--- config.mk ---
export PLATFORM = sky130hd
export DESIGN_NAME = wb_commit_unit
export DESIGN_NICKNAME = d
export VERILOG_FILES = /design/src/rtl/wb_commit_unit.sv
export SDC_FILE = /design/constraint.sdc
export NUM_CORES = 1
export LEC_CHECK = 0
export BUFFER_PORTS_ARGS = -buffer_cell sky130_fd_sc_hd__clkbuf_2
export CORE_MARGIN = 10
export CORE_UTILIZATION = 28
export DETAILED_ROUTE_END_ITERATION = 7
export SLEW_MARGIN = 10
export SYNTH_ARGS = -nofsm -noshare
export SYNTH_HDL_FRONTEND = slang
export SYNTH_SLANG_ARGS = --single-unit
--- constraint.sdc ---
create_clock -name clk -period 1.9 [get_ports clk]
set_clock_uncertainty 0.1 [all_clocks]
set_input_delay 0.095 -clock clk [delete_from_list [all_inputs] [get_ports clk]]
set_output_delay 0.095 -clock clk [all_outputs]
set_load 0.03 [all_outputs]
--- src/rtl/wb_commit_unit.sv ---
// Writeback/commit stage: drives scalar and matrix register-file write ports,
// serializes 4-line MOPA results over the single matrix port, and counts retirements.
module wb_commit_unit #(
  parameter int XLEN   = 32,
  parameter int MLINES = 4,
  parameter int CNT_W  = 32
) (
  input  logic                        clk,
  input  logic                        rst,
  input  logic [XLEN-1:0]             wb_mem_data,
  input  logic [XLEN-1:0]             wb_alu_o,
  input  logic [4:0]                  wb_rd,
  input  logic                        wb_mem2reg,
  input  logic                        wb_regs_write,
  input  logic [1:0]                  wb_matrix_index,
  input  logic                        wb_mem2matrix,
  input  logic                        wb_matrix_write,
  input  logic                        wb_matrix_write_mopa,
  input  logic [1:0]                  wb_mem_matrix2reg,
  input  logic [XLEN-1:0]             wb_matrix_line_data,
  input  logic                        wb_mem_reg2matrix,
  input  logic [XLEN-1:0]             wb_regs_data1,
  input  logic [MLINES-1:0][XLEN-1:0] wb_matrix_mul_o,
  input  logic [31:0]                 wb_inst,
  output logic                        rf_we,
  output logic [4:0]                  rf_waddr,
  output logic [XLEN-1:0]             rf_wdata,
  output logic                        mx_we,
  output logic [1:0]                  mx_waddr,
  output logic [XLEN-1:0]             mx_wdata,
  output logic                        wb_stall,
  output logic                        commit_valid,
  output logic [31:0]                 commit_inst,
  output logic [CNT_W-1:0]            retire_cnt,
  output logic                        dbg_state
);

  typedef enum logic {S_IDLE = 1'b0, S_MOPA = 1'b1} state_t;

  state_t          state;
  logic [1:0]      cnt;
  logic [XLEN-1:0] mopa_buf [MLINES];

  assign dbg_state = state;

  // Handshake: upstream holds its MEM/WB outputs on any cycle where wb_stall=1;
  // inputs are only consumed on an edge taken in IDLE. Stall drops one cycle
  // early (cnt==3) so the next instruction is ready when IDLE resumes.
  always_comb begin
    wb_stall = 1'b0;
    if (rst)
      wb_stall = (state == S_IDLE && wb_matrix_write_mopa) ||
                 (state == S_MOPA && cnt != 2'd3);
  end

  always_ff @(posedge clk or negedge rst) begin
    if (!rst) begin
      state        <= S_IDLE;
      cnt          <= 2'd0;
      rf_we        <= 1'b0;
      rf_waddr     <= '0;
      rf_wdata     <= '0;
      mx_we        <= 1'b0;
      mx_waddr     <= '0;
      mx_wdata     <= '0;
      commit_valid <= 1'b0;
      commit_inst  <= '0;
      retire_cnt   <= '0;
      for (int i = 0; i < MLINES; i++) mopa_buf[i] <= '0;
    end else begin
      rf_we        <= 1'b0;
      mx_we        <= 1'b0;
      commit_valid <= 1'b0;
      case (state)
        S_IDLE: begin
          rf_we    <= wb_regs_write && (wb_rd != 5'd0);
          rf_waddr <= wb_rd;
          if (wb_mem2reg)                     rf_wdata <= wb_mem_data;
          else if (wb_mem_matrix2reg != 2'd0) rf_wdata <= wb_matrix_line_data;
          else                                rf_wdata <= wb_alu_o;

          // MOPA wins over a single-line request; line 0 leaves immediately.
          if (wb_matrix_write_mopa) begin
            for (int i = 1; i < MLINES; i++) mopa_buf[i] <= wb_matrix_mul_o[i];
            mx_we    <= 1'b1;
            mx_waddr <= 2'd0;
            mx_wdata <= wb_matrix_mul_o[0];
            cnt      <= 2'd1;
            state    <= S_MOPA;
          end else if (wb_matrix_write) begin
            mx_we    <= 1'b1;
            mx_waddr <= wb_matrix_index;
            if (wb_mem2matrix)          mx_wdata <= wb_mem_data;
            else if (wb_mem_reg2matrix) mx_wdata <= wb_regs_data1;
            else                        mx_wdata <= wb_alu_o;
          end

          if (wb_inst != 32'd0) begin
            commit_valid <= 1'b1;
            commit_inst  <= wb_inst;
            retire_cnt   <= retire_cnt + CNT_W'(1);
          end
        end
        S_MOPA: begin
          mx_we    <= 1'b1;
          mx_waddr <= cnt;
          mx_wdata <= mopa_buf[cnt];
          cnt      <= cnt + 2'd1;
          if (cnt == 2'd3) state <= S_IDLE;
        end
        default: state <= S_IDLE;
      endcase
    end
  end

endmodule

==> metrics.txt <==
reg2reg path depth=6; routed len/inst=between 20 and 25 microns; Initial Util=28.2%; min Tclk post-route=~1.9 ns; syn avg cell area=about 10 sq um; largest net degree at the start of global routing=89; final hold viol count=0; Vias per Instance=between 4 and 5; maximum fanout along the worst path=3; worst-path cell chain=buf_12 > ha_4 > a21oi_4 > and2_4 > clkbuf_8; asr flop ratio synth=100%; grt met1 use=between 20% and 30%; GP Congestion=~0.93; first-pass GRT wire length=roughly 76 mm; Hold Crit Class=in -> reg; pre-CTS setup slack=-0.0395 ns; Syn Std Cell Area=approximately 11000 sq um; Seq/Total Area, Yosys=51.7%; EDFF count, synth=0; Worst setup SP type=register; Worst Tran Pin Value=0.969 ns; Post-Synthesis Cells=approximately 1100; GR peak layer=met2; routing usage on met3=under 10%; initial antenna violation count=10; WP data required=between 1.5 and 2 ns; hold slack=0.0338 ns; pwr/cell area=1390 nW/um^2; die height=approximately 220 microns; Final Setup Violations=0; number of global-route vias before repair=roughly 13000; RSZ-0062 raised after global routing=true; DR pass1 iterations=5; clk sinks=around 240; hold path depth=5; DRT iter0 DRCs=803; Slew HR=35.2%; antenna viol nets, final=0; H-Tree Depth=1; worst skew pair latency=between 0.5 and 0.6 ns; Global Route Usage Sum=19.3%; #FFs+latches synth=around 240; slowest CP cell=dfrtp_2; critical path arrival=between 1.5 and 2 ns; prevailing post-synth register cell=dfrtp_1; I/O Buffers=around 440; Worst IR Drop VDD=roughly 1300 uV; Die Span X=roughly 220 microns; clk buf depth=3; Residual DRC=0; NumNets Final=2141; Distinct cells, synth=39; CP delay by family, top=flip-flops; status=finished clean; grt ovf=0; layout cells sized above 1=just under 40%; TritonCTS clock tree=yes; WL final=~51 mm; core box area=just over 40000 sq um; Worst-path clk slew=around 0.06 ns; M2 GR Usage=approximately a third; root buffer cell=clkbuf_16; dpl hpwl=between 30 and 40 mm; Final Slew Violations=0; Yosys warnings=32; die area=about 49000 sq um; fin crit share=about 100%; Num CTS Buffers=28; Rows=74; syn_nets=roughly 1400; cell leakage power=between 8 and 9 nW; maximum clock rate=between 500 and 600 MHz; Worst Path Class, Setup=reg -> out; WP depth=5; via count=between 10000 and 15000; maxcap violations=0; crit-path max cell delay=around 0.42 ns; Layout area overhead=60.2%; Ports=445; worst setup margin=0.00179 ns; Crit. End Element=output port; CP bufs+invs=2; reg-to-reg slack, setup=0.07 ns
-- per-stage QoR --
| step | TNS [ns] | util [%] | instance area (sq um) | cells | total power (W) |
|---|---|---|---|---|---|
| after floorplan | 0 | - | 11500 | 1122 | 0.0152 |
| after CTS | -0.0350 | 44.8 | 18200 | 2382 | 0.0255 |
| final | 0 | 45.2 | 18400 | 2391 | 0.0256 |
| after detailed placement | -0.488 | 36.3 | 14800 | 2082 | 0.0194 |
| after global placement | -0.00149 | 36.3 | 14800 | 2082 | 0.0192 |
| after global routing | -0.0585 | 45.2 | 18400 | 2391 | 0.0272 |
-- worst register-to-register path: cells and delay by family, from the launching register on --
family,cells,cell delay (ns)
DFF,1,0.42
AOI/OAI and AO/OA,1,0.41
and+or+nand+nor,2,0.18
buffers and inverters,3,0.60
-- cell usage after synthesis (2+ instances only) --
| cell type | n | area, sq um |
|---|---|---|
| xnor2_1 | 8 | 70.1 |
| clkbuf_1 | 59 | 221 |
| a21oi_1 | 85 | 425 |
| a22o_1 | 3 | 26.3 |
| buf_1 | 9 | 33.8 |
| o211ai_1 | 32 | 240 |
| or3_1 | 3 | 18.8 |
| ha_1 | 2 | 25.0 |
| o21ai_0 | 80 | 400 |
| buf_2 | 16 | 80.1 |
| mux2i_1 | 33 | 330 |
| inv_1 | 5 | 18.8 |
| nand2_1 | 202 | 758 |
| nand4_1 | 11 | 68.8 |
| mux2_2 | 134 | 1510 |
| nand3_1 | 13 | 65.1 |
| nor3_1 | 25 | 125 |
| dfrtp_1 | 237 | 5930 |
| nand2b_1 | 16 | 100 |
| nor4_1 | 22 | 138 |
| a221oi_1 | 31 | 272 |
| xor2_1 | 23 | 201 |
| nor2b_1 | 2 | 12.5 |
| a211oi_1 | 15 | 113 |
| nor2_1 | 42 | 158 |
-- per-layer routing --
metal	part of all wire, %	up-vias
li1	-	5431
met1	39	5701
met2	48	589
met3	8.4	142
met4	4.6	6
met5	0.081	-
-- cells by family after synthesis --
family          Yosys count  share of synthesized area, %
xor+xnor                 31                          2.37
compound gates          249                          13.1
simple gates            344                          13.4
buf+inv                  92                          3.22
mux                     167                          16.0
fa+ha+maj                 2                         0.218
flops                   237                          51.7
-- flip-flops by register name, indices dropped and copies added, names as in the netlist --
name and count:
cnt 2, commit_inst 32, commit_valid 1, dbg_state 1, mopa_buf 96, mx_waddr 2, mx_wdata 32, mx_we 1
retire_cnt 32, rf_waddr 5, rf_wdata 32, rf_we 1
-- placed cells by master (no fill, tap or decap), types with 23 or more instances in the layout --
master | netlist | layout
dlygate4sd3_1 | 0 | 242
nand2_1 | 202 | 202
xor2_1 | 23 | 23
nor2_1 | 42 | 39
buf_4 | 1 | 61
o211ai_1 | 32 | 32
a221oi_1 | 31 | 25
dfrtp_1 | 237 | 232
a21oi_1 | 85 | 84
mux2_2 | 134 | 134
clkbuf_2 | 0 | 440
clkbuf_16 | 0 | 31
o21ai_0 | 80 | 79
mux2i_1 | 33 | 33
-- where the power goes --
part / internal, W / switching, W / total, W
Sequential: 0.00733 / 0.00135 / 0.00868
Clock: 0.00310 / 0.00210 / 0.00520
Combinational: 0.00488 / 0.00686 / 0.0117
Total: 0.0153 / 0.0103 / 0.0256
-- path summary, 6_finish.rpt --
| kind | start | to |
|---|---|---|
| setup / recovery | cnt[1] | wb_stall |
| hold / removal | wb_matrix_line_data[2] | rf_wdata[2] |
| max in group asynchronous | rst | mopa_buf[36] |
| hold reg to reg | commit_inst[14] | commit_inst[14] |
| min in group asynchronous | rst | mopa_buf[30] |
| setup reg to reg | cnt[1] | mx_wdata[18] |
-- final cells by class --
class	count	area, sq um
Timing Repair Buffer	767	5550
Inverter	7	26.3
Clock buffer	43	828
Multi-Input combinational cell	793	5300
Tap cell	532	666
Sequential cell	237	5940
Fill cell	3802	22300
Clock inverter	6	55.1
Antenna cell	6	15.0
-- timing repair --
action | 4_1_cts | 5_1_grt
resized for setup | 12 | 20
hold endpoints to repair | 436 | 0
cloned | 1 | 2
setup buffers | 7 | 1
hold buffers | 243 | 0
setup endpoints to repair | 2 | 57
pin swaps | 1 | 2
Note: power is estimated with default switching activity, not from simulation.
